[src/rtl/pwr_up_seq.sv]
// pwr_up_seq
//   Power-up sequencer that sits after the reset synchronizer. After reset
//   release it waits SETTLE_CNT cycles for the supplies and sensors to settle.
//   It then strobes an inertial-sensor init request and waits up to
//   TIMEOUT_CNT cycles for init_done. It makes at most RETRY_MAX attempts.
//   On success it raises sys_en. If every attempt times out, it latches
//   init_fail. A single-cycle restart re-runs the whole sequence from any state.
//
// Parameters
//   SETTLE_CNT  : cycles spent settling before the first request (>= 1)
//   TIMEOUT_CNT : cycles allowed for init_done after each request (>= 1)
//   RETRY_MAX   : total init attempts before failure (>= 1)
//
// Ports
//   clk       in   system clock, rising edge
//   rst_n     in   asynchronous active-low reset
//   init_done in   init complete from the inertial interface (level or pulse)
//   restart   in   synchronous one-cycle request to rerun the sequence
//   init_req  out  one-cycle init start strobe
//   sys_en    out  system enable, high only once init has completed
//   busy      out  high while settling, requesting or waiting
//   init_fail out  latched failure flag, high only after all attempts fail
module pwr_up_seq #(
  parameter int SETTLE_CNT  = 100000,
  parameter int TIMEOUT_CNT = 500000,
  parameter int RETRY_MAX   = 3
) (
  input  logic clk,
  input  logic rst_n,
  input  logic init_done,
  input  logic restart,
  output logic init_req,
  output logic sys_en,
  output logic busy,
  output logic init_fail
);

  // One counter serves both the settle interval and the per-attempt timeout.
  // It is therefore sized for the longer of the two.
  localparam int CNT_MAX = (SETTLE_CNT > TIMEOUT_CNT) ? SETTLE_CNT : TIMEOUT_CNT;
  localparam int CNT_W   = $clog2(CNT_MAX + 1);
  localparam int ATT_W   = $clog2(RETRY_MAX + 1);

  localparam logic [CNT_W-1:0] SETTLE_LAST  = CNT_W'(SETTLE_CNT - 1);
  localparam logic [CNT_W-1:0] TIMEOUT_LAST = CNT_W'(TIMEOUT_CNT - 1);
  localparam logic [CNT_W-1:0] CNT_ONE      = CNT_W'(1);
  localparam logic [ATT_W-1:0] ATT_ONE      = ATT_W'(1);
  localparam logic [ATT_W-1:0] ATT_LIMIT    = ATT_W'(RETRY_MAX);

  typedef enum logic [2:0] {
    ST_SETTLE,
    ST_REQ,
    ST_WAIT,
    ST_RUN,
    ST_FAIL
  } state_t;

  state_t           state, state_nxt;
  logic [CNT_W-1:0] cnt, cnt_nxt;
  logic [ATT_W-1:0] att, att_nxt;
  logic [ATT_W-1:0] att_inc;

  assign att_inc = att + ATT_ONE;

  // Next-state logic. Restart overrides every state. In WAIT, a completion
  // that arrives in the same cycle as the timeout still wins and goes to RUN.
  always_comb begin
    state_nxt = state;
    cnt_nxt   = cnt;
    att_nxt   = att;
    if (restart) begin
      state_nxt = ST_SETTLE;
      cnt_nxt   = '0;
      att_nxt   = '0;
    end else begin
      case (state)
        ST_SETTLE: begin
          if (cnt == SETTLE_LAST) begin
            state_nxt = ST_REQ;
            cnt_nxt   = '0;
          end else begin
            cnt_nxt = cnt + CNT_ONE;
          end
        end
        ST_REQ: begin
          state_nxt = ST_WAIT;
          cnt_nxt   = '0;
        end
        ST_WAIT: begin
          if (init_done) begin
            state_nxt = ST_RUN;
            cnt_nxt   = '0;
          end else if (cnt == TIMEOUT_LAST) begin
            att_nxt = att_inc;
            cnt_nxt = '0;
            if (att_inc == ATT_LIMIT) begin
              state_nxt = ST_FAIL;
            end else begin
              state_nxt = ST_REQ;
            end
          end else begin
            cnt_nxt = cnt + CNT_ONE;
          end
        end
        ST_RUN:  state_nxt = ST_RUN;
        ST_FAIL: state_nxt = ST_FAIL;
        default: begin
          state_nxt = ST_SETTLE;
          cnt_nxt   = '0;
          att_nxt   = '0;
        end
      endcase
    end
  end

  // Outputs are decoded from the next state and registered. This way they
  // change on the same edge as the state and carry no decode glitches.
  // Reset leaves busy high because the sequencer starts in SETTLE.
  always_ff @(posedge clk or negedge rst_n) begin
    if (!rst_n) begin
      state     <= ST_SETTLE;
      cnt       <= '0;
      att       <= '0;
      init_req  <= 1'b0;
      sys_en    <= 1'b0;
      busy      <= 1'b1;
      init_fail <= 1'b0;
    end else begin
      state     <= state_nxt;
      cnt       <= cnt_nxt;
      att       <= att_nxt;
      init_req  <= (state_nxt == ST_REQ);
      sys_en    <= (state_nxt == ST_RUN);
      busy      <= (state_nxt == ST_SETTLE) || (state_nxt == ST_REQ) ||
                   (state_nxt == ST_WAIT);
      init_fail <= (state_nxt == ST_FAIL);
    end
  end

endmodule

[config.mk]
export PLATFORM = sky130hd
export DESIGN_NAME = pwr_up_seq
export DESIGN_NICKNAME = d
export VERILOG_FILES = /design/src/rtl/pwr_up_seq.sv
export SDC_FILE = /design/constraint.sdc
export NUM_CORES = 1
export LEC_CHECK = 0
export BUFFER_PORTS_ARGS = -buffer_cell sky130_fd_sc_hd__buf_2
export CAP_MARGIN = 25
export CELL_PAD_IN_SITES_DETAIL_PLACEMENT = 1
export CELL_PAD_IN_SITES_GLOBAL_PLACEMENT = 1
export CORE_MARGIN = 3
export CORE_UTILIZATION = 26
export CTS_BUF_LIST = sky130_fd_sc_hd__clkbuf_16
export DETAILED_ROUTE_END_ITERATION = 8
export PLACE_DENSITY_LB_ADDON = 0.1
export SETUP_SLACK_MARGIN = 0.02
export SLEW_MARGIN = 10
export SYNTH_ARGS = -nofsm -noshare
export SYNTH_HDL_FRONTEND = slang
export SYNTH_SLANG_ARGS = --single-unit
[constraint.sdc]
create_clock -name clk -period 4.8 [get_ports clk]
set_input_delay 0.96 -clock clk [delete_from_list [all_inputs] [get_ports clk]]
set_output_delay 0.96 -clock clk [all_outputs]
set_load 0.005 [all_outputs]
# == Yosys cells after proc, flatten, opt, wreduce, memory -nomap -nowiden ==
# Cells that the tools add are included.
# word_totals
register_bits,28
output_inout_bits,4
wordCells,46
# op_classes
add_sub_neg,2
n_eq_ne,15
muxes,15
n_reduce_logical,7
# ops
op,count
19-bit 2-to-1 mux,4
19-bit one-hot mux with 3 select lines,1
19-bit by 1-bit adder with 19-bit output (second input constant),1
19-bit by 17-bit equality test with 1-bit output (second input constant),1
19-bit equality test (second input constant),1
3-bit 2-to-1 mux,5
3-bit one-hot mux with 5 select lines,1
3-bit by 2-bit equality test with 1-bit output (second input constant),4
3-bit by 1-bit equality test with 1-bit output (second input constant),2
3-bit equality test (second input constant),2
3-bit zero test,2
2-bit 2-to-1 mux,3
3-bit inequality test (second input constant),2
2-bit by 1-bit inequality test with 1-bit output (second input constant),2
2-bit one-hot mux with 2 select lines,1
4-bit OR reduction,1
3-bit AND reduction,1
2-bit by 1-bit adder with 2-bit output (second input constant),1
2-bit equality test (second input constant),1
1-bit logical OR,2
2-bit OR reduction,1

# == Depth between registers and ports, before layout ==
# depth
depth_word,10
mapped_depth,7
depth_no_buf,7

# == Worst setup path before layout ==
# OpenSTA, ideal clock, no wires.
# synth_path
path_kind,input port to flip-flop
start,input restart
end,register cnt[13]
setup_ps,71
arrival_time_ps,2316
slack_ps,2412
cell_stages,7
cell_sequence,clkbuf_1 > or2_2 > a2111oi_2 > a221o_2 > nor2_1 > buf_2 > nor2_1
# synth_between
elab_chain_cells,1
elab_cells_between_ends,2
# synth_rtl
element,line_no,text
start: declaration,31,"input logic restart,"
2-bit by 1-bit inequality test with 1-bit output (no line) or 19-bit 2-to-1 mux (tied branches),--,
end signal: assignment,130,cnt <= cnt_nxt;
end: declaration,59,"logic [CNT_W-1:0] cnt, cnt_nxt;"
# Parallel ways exist; a longest one is shown, timed or not.
# A chain may end at the register's enable or synchronous reset.

# == Worst setup path in the final report ==
# layout_path
start,input restart
end,register cnt[3]
# The elaborated chain is that of the path after synthesis.

==> run_summary.xml <==
<?xml version="1.0" encoding="UTF-8"?>
<metrics>
  <group name="die">
    <metric name="die_width" unit="um">83.3</metric>
    <metric name="rows" unit="">27</metric>
    <metric name="die_area" unit="sq mm">0.00693</metric>
    <metric name="placeable_area" unit="sq mm">0.00564</metric>
    <metric name="die_h" unit="um">83.3</metric>
    <metric name="start_util" unit="%">27.5</metric>
    <metric name="ios" unit="">8</metric>
  </group>
  <group name="yosys">
    <metric name="synth_largest_area_cell" unit="">dfrtp_1</metric>
    <metric name="xor_xnor_share_of_the_synthesized_area" unit="%">6.77</metric>
    <metric name="synth_fp_nets" unit="">173</metric>
    <metric name="synthAdderAreaFrac" unit="%">1.61</metric>
    <metric name="netlist_instances" unit="">167</metric>
    <metric name="synth.distinct_cells" unit="">45</metric>
    <metric name="synth-seq-cells" unit="">28</metric>
    <metric name="post_synth_and_or_nand_nor_area_fraction" unit="%">30.2</metric>
    <metric name="portion_of_the_post_synthesis_area_used_by_sequential_elements" unit="%">45.2</metric>
    <metric name="synth_compound_area_share" unit="%">12.3</metric>
    <metric name="dominant_combinational_cell_family_by_area_after_synthesis" unit="">simple AND/OR/NAND/NOR gates</metric>
    <metric name="synth.top_cells.by_area" unit="">dfrtp_1 44%, xnor2_1 6.8%, nor2_1 5.3%</metric>
    <metric name="syn_std_cell_area" unit="sq mm">0.00155</metric>
    <metric name="synth-edff-count" unit="">0</metric>
    <metric name="synth.avg_cell_area" unit="sq um">9.29</metric>
    <metric name="post-synth-top-area-fraction" unit="%">43.5</metric>
    <metric name="fraction_of_registers_with_async_set_reset" unit="%">100</metric>
    <metric name="synth_top_flop_cell" unit="">dfrtp_1</metric>
    <metric name="synth_mux_area_share" unit="%">0.645</metric>
    <metric name="synth_warnings" unit="">0</metric>
  </group>
  <group name="clock_network">
    <metric name="clkSinkCount" unit="">28</metric>
    <metric name="cts.htree.levels" unit="">1</metric>
    <metric name="postCtsHoldBufs" unit="">0</metric>
    <metric name="path_clk_slew" unit="ns">0.07</metric>
    <metric name="cts_tree" unit="">yes</metric>
    <metric name="clock_path_buffers" unit="">2</metric>
    <metric name="cts_buffers" unit="">3</metric>
    <metric name="ctsResizeCount" unit="">0</metric>
    <metric name="cts-root-buf" unit="">clkbuf_16</metric>
    <metric name="insertion_delay" unit="ns">0.26</metric>
    <metric name="postCtsSetupBuffers" unit="">0</metric>
  </group>
  <group name="routing">
    <metric name="wl_per_cell" unit="um">16.3</metric>
    <metric name="route.detailed.drc" unit="">0</metric>
    <metric name="first_pass_iters" unit="">4</metric>
    <metric name="vias_per_cell" unit="">5.16</metric>
    <metric name="ant_nets" unit="">0</metric>
    <metric name="first_iter_violations" unit="">22</metric>
    <metric name="routed-via-count" unit="">1255</metric>
    <metric name="totalWireLength" unit="mm">3.97</metric>
  </group>
  <group name="grt">
    <metric name="gr-usage-all-layers" unit="%">12.2</metric>
    <metric name="grt_start_max_net_pins" unit="">29</metric>
    <metric name="antenna_violations_before_repair" unit="">0</metric>
    <metric name="grt.met1_usage" unit="%">14.3</metric>
    <metric name="global_route_wire_length_before_repair" unit="mm">6.82</metric>
    <metric name="grt_pass1_vias" unit="">1372</metric>
    <metric name="global_route.overflow_total" unit="">0</metric>
    <metric name="global_route.peak_usage_layer" unit="">met2</metric>
    <metric name="grt_use_met3" unit="%">1.98</metric>
    <metric name="use_met2" unit="%">22.5</metric>
  </group>
  <group name="flow_run">
    <metric name="cap_viol_max_count" unit="">0</metric>
  </group>
  <group name="setup_path">
    <metric name="critical_path.reg2reg.startpoint" unit="">cnt[0]$_DFFE_PN0P_</metric>
    <metric name="path_class" unit="">primary input to flop</metric>
    <metric name="r2r-end" unit="">cnt[3]$_DFFE_PN0P_</metric>
    <metric name="cp.arrival" unit="ns">2.65</metric>
    <metric name="r2r_setup_slack" unit="ns">2.29</metric>
    <metric name="worst_setup_path_start_kind" unit="">primary input</metric>
    <metric name="endpoint" unit="">cnt[3]$_DFFE_PN0P_</metric>
    <metric name="critical_path.endpoint_type" unit="">flop</metric>
    <metric name="cp.required" unit="ns">4.91</metric>
    <metric name="worst-r2r-cell-count" unit="">6</metric>
    <metric name="worstPathMaxFanout" unit="">12</metric>
    <metric name="cp-startpoint" unit="">restart</metric>
  </group>
  <group name="finish">
    <metric name="multiInputGateArea" unit="sq um">800</metric>
    <metric name="fill_cells" unit="">638</metric>
    <metric name="insertedDiodeCount" unit="">0</metric>
    <metric name="fin_nets" unit="">178</metric>
    <metric name="finalInstanceArea" unit="sq mm">0.00173</metric>
    <metric name="synthToLayoutAreaGrowth" unit="%">11.4</metric>
    <metric name="post_route_cells_drive_above_1_share" unit="%">12.3</metric>
    <metric name="regArea" unit="sq um">702</metric>
  </group>
  <group name="timing">
    <metric name="setup_total_negative_slack" unit="ns">0</metric>
    <metric name="max_freq" unit="MHz">394</metric>
    <metric name="unrepaired_setup_endpoints_after_global_routing" unit="">false</metric>
    <metric name="worst-slew-pin-transition" unit="ns">0.832</metric>
    <metric name="timing.final.setup_violations" unit="">0</metric>
    <metric name="post_layout_min_period" unit="ns">2.54</metric>
    <metric name="timing.final.max_slew_violations" unit="">0</metric>
    <metric name="final-hold-violation-count" unit="">0</metric>
    <metric name="skew" unit="ns">0.00373</metric>
    <metric name="final.period_utilization" unit="%">52.8</metric>
    <metric name="timing.max_slew.rel_slack" unit="%">44.3</metric>
  </group>
  <group name="placed_design">
    <metric name="finalWeightedCongestion" unit="">0.759</metric>
    <metric name="place_area" unit="sq mm">0.00165</metric>
    <metric name="io_buffers" unit="">7</metric>
    <metric name="dp_hpwl" unit="mm">2.93</metric>
  </group>
  <group name="status">
    <metric name="outcome" unit="">complete, no violations</metric>
  </group>
  <group name="pwr">
    <metric name="power_leakage" unit="nW">0.666</metric>
    <metric name="power_density" unit="mW/mm^2">294</metric>
    <metric name="worst_ir_drop_vdd" unit="mV">0.128</metric>
    <metric name="post-layout-total-power" unit="mW">0.507</metric>
  </group>
  <group name="worst_hold_path">
    <metric name="worstHoldPathType" unit="">flop to flop</metric>
  </group>
</metrics>
==> synthesized netlist by cell type (all sizes together), types with 2 or more instances <==
cell    number
dfrtp       27
nor2        22
nand2       13
xnor2       12
nor3        10
a21oi        8
nand3        7
nor4         6
o21ai        5
a31oi        4
buf          4
clkbuf       4
inv          4
nand2b       4
nand4        3
or2          3
and4         2
ha           2
nand3b       2
nor3b        2
nor4b        2
o211ai       2
or4          2
==> cells by family (layout without fill, tap and decap cells) <==
kind of cell / Yosys count / after routing
XOR/XNOR: 12 / 12
adder cells (fa/ha/maj): 2 / 2
AND/OR/NAND/NOR: 84 / 84
multiplexers: 1 / 1
flip-flops: 28 / 28
AO/OA/AOI/OAI: 28 / 28
buffers and inverters: 12 / 16
==> flip-flops by register name, indices dropped and copies added (netlist names) <==
| signal | flops |
|---|---|
| init_req | 1 |
| sys_en | 1 |
| att | 2 |
| init_fail | 1 |
| busy | 1 |
| cnt | 19 |
| state | 3 |
==> worst max-delay path: stages <==
cell	delay [ns]
buf_2	0.16
or2_2	0.19
nor3_1	0.07
a221o_2	0.48
nor2_1	0.66
nor2_1	0.13
==> where the power goes <==
part	switching, mW	internal [mW]	leakage [nW]
sequential	0.0160	0.252	0.382
clock	0.0797	0.112	0.0423
combinational	0.0271	0.0212	0.243
==> routing by layer <==
metal	up-vias	wire, um
met2	8	2030
met4	0	37
met3	2	72
li1	611	-
met1	634	1830
met5	-	0
==> cell usage in the layout, fill, tap and decap left out, types with 2 or more instances in the layout <==
cell type and instances:
or4_1 2, nand2b_1 4, nand3_1 6, inv_1 5, nor4b_1 2, nor2_1 22
o21ai_0 5, nand4_1 3, xnor2_1 12, nor3_1 10, ha_1 2, buf_2 7
o211ai_1 2, and4_1 2, a31oi_1 4, clkbuf_16 3, nand2_1 13, a21oi_1 8
dfrtp_1 27, nor4_1 6
==> worst min path at each step <==
stage	slack (ns)	cells after the start	from	to
3_3_place_gp	0.51	1	cnt[6]$_DFFE_PN0P_	cnt[6]$_DFFE_PN0P_
6_report	0.52	1	cnt[6]$_DFFE_PN0P_	cnt[6]$_DFFE_PN0P_
3_5_place_dp	0.52	1	cnt[6]$_DFFE_PN0P_	cnt[6]$_DFFE_PN0P_
5_1_grt	0.55	1	cnt[6]$_DFFE_PN0P_	cnt[6]$_DFFE_PN0P_
2_1_floorplan	0.48	1	cnt[2]$_DFFE_PN0P_	cnt[2]$_DFFE_PN0P_
4_1_cts	0.53	1	cnt[6]$_DFFE_PN0P_	cnt[6]$_DFFE_PN0P_
==> stage by stage <==
step	std cells	hold WS (ns)	worst slack (ns)	utilization (%)
6_report	243	0.522	2.26	30.6
3_5_place_dp	239	0.516	1.91	29.2
5_1_grt	243	0.549	2.04	30.6
2_1_floorplan	167	0.485	2.41	-
4_1_cts	243	0.527	2.19	30.6
3_3_place_gp	239	0.512	2.01	29.2
==> layout make-up <==
cell class,instances,share of cell area (%)
Clock inverter,1,0.217
Tap cell,72,5.21
Inverter,4,0.869
Timing Repair Buffer,8,2.46
Sequential cell,28,40.6
Multi-Input combinational cell,127,46.3
Clock buffer,3,4.34
(Power assumes the default switching activity.)
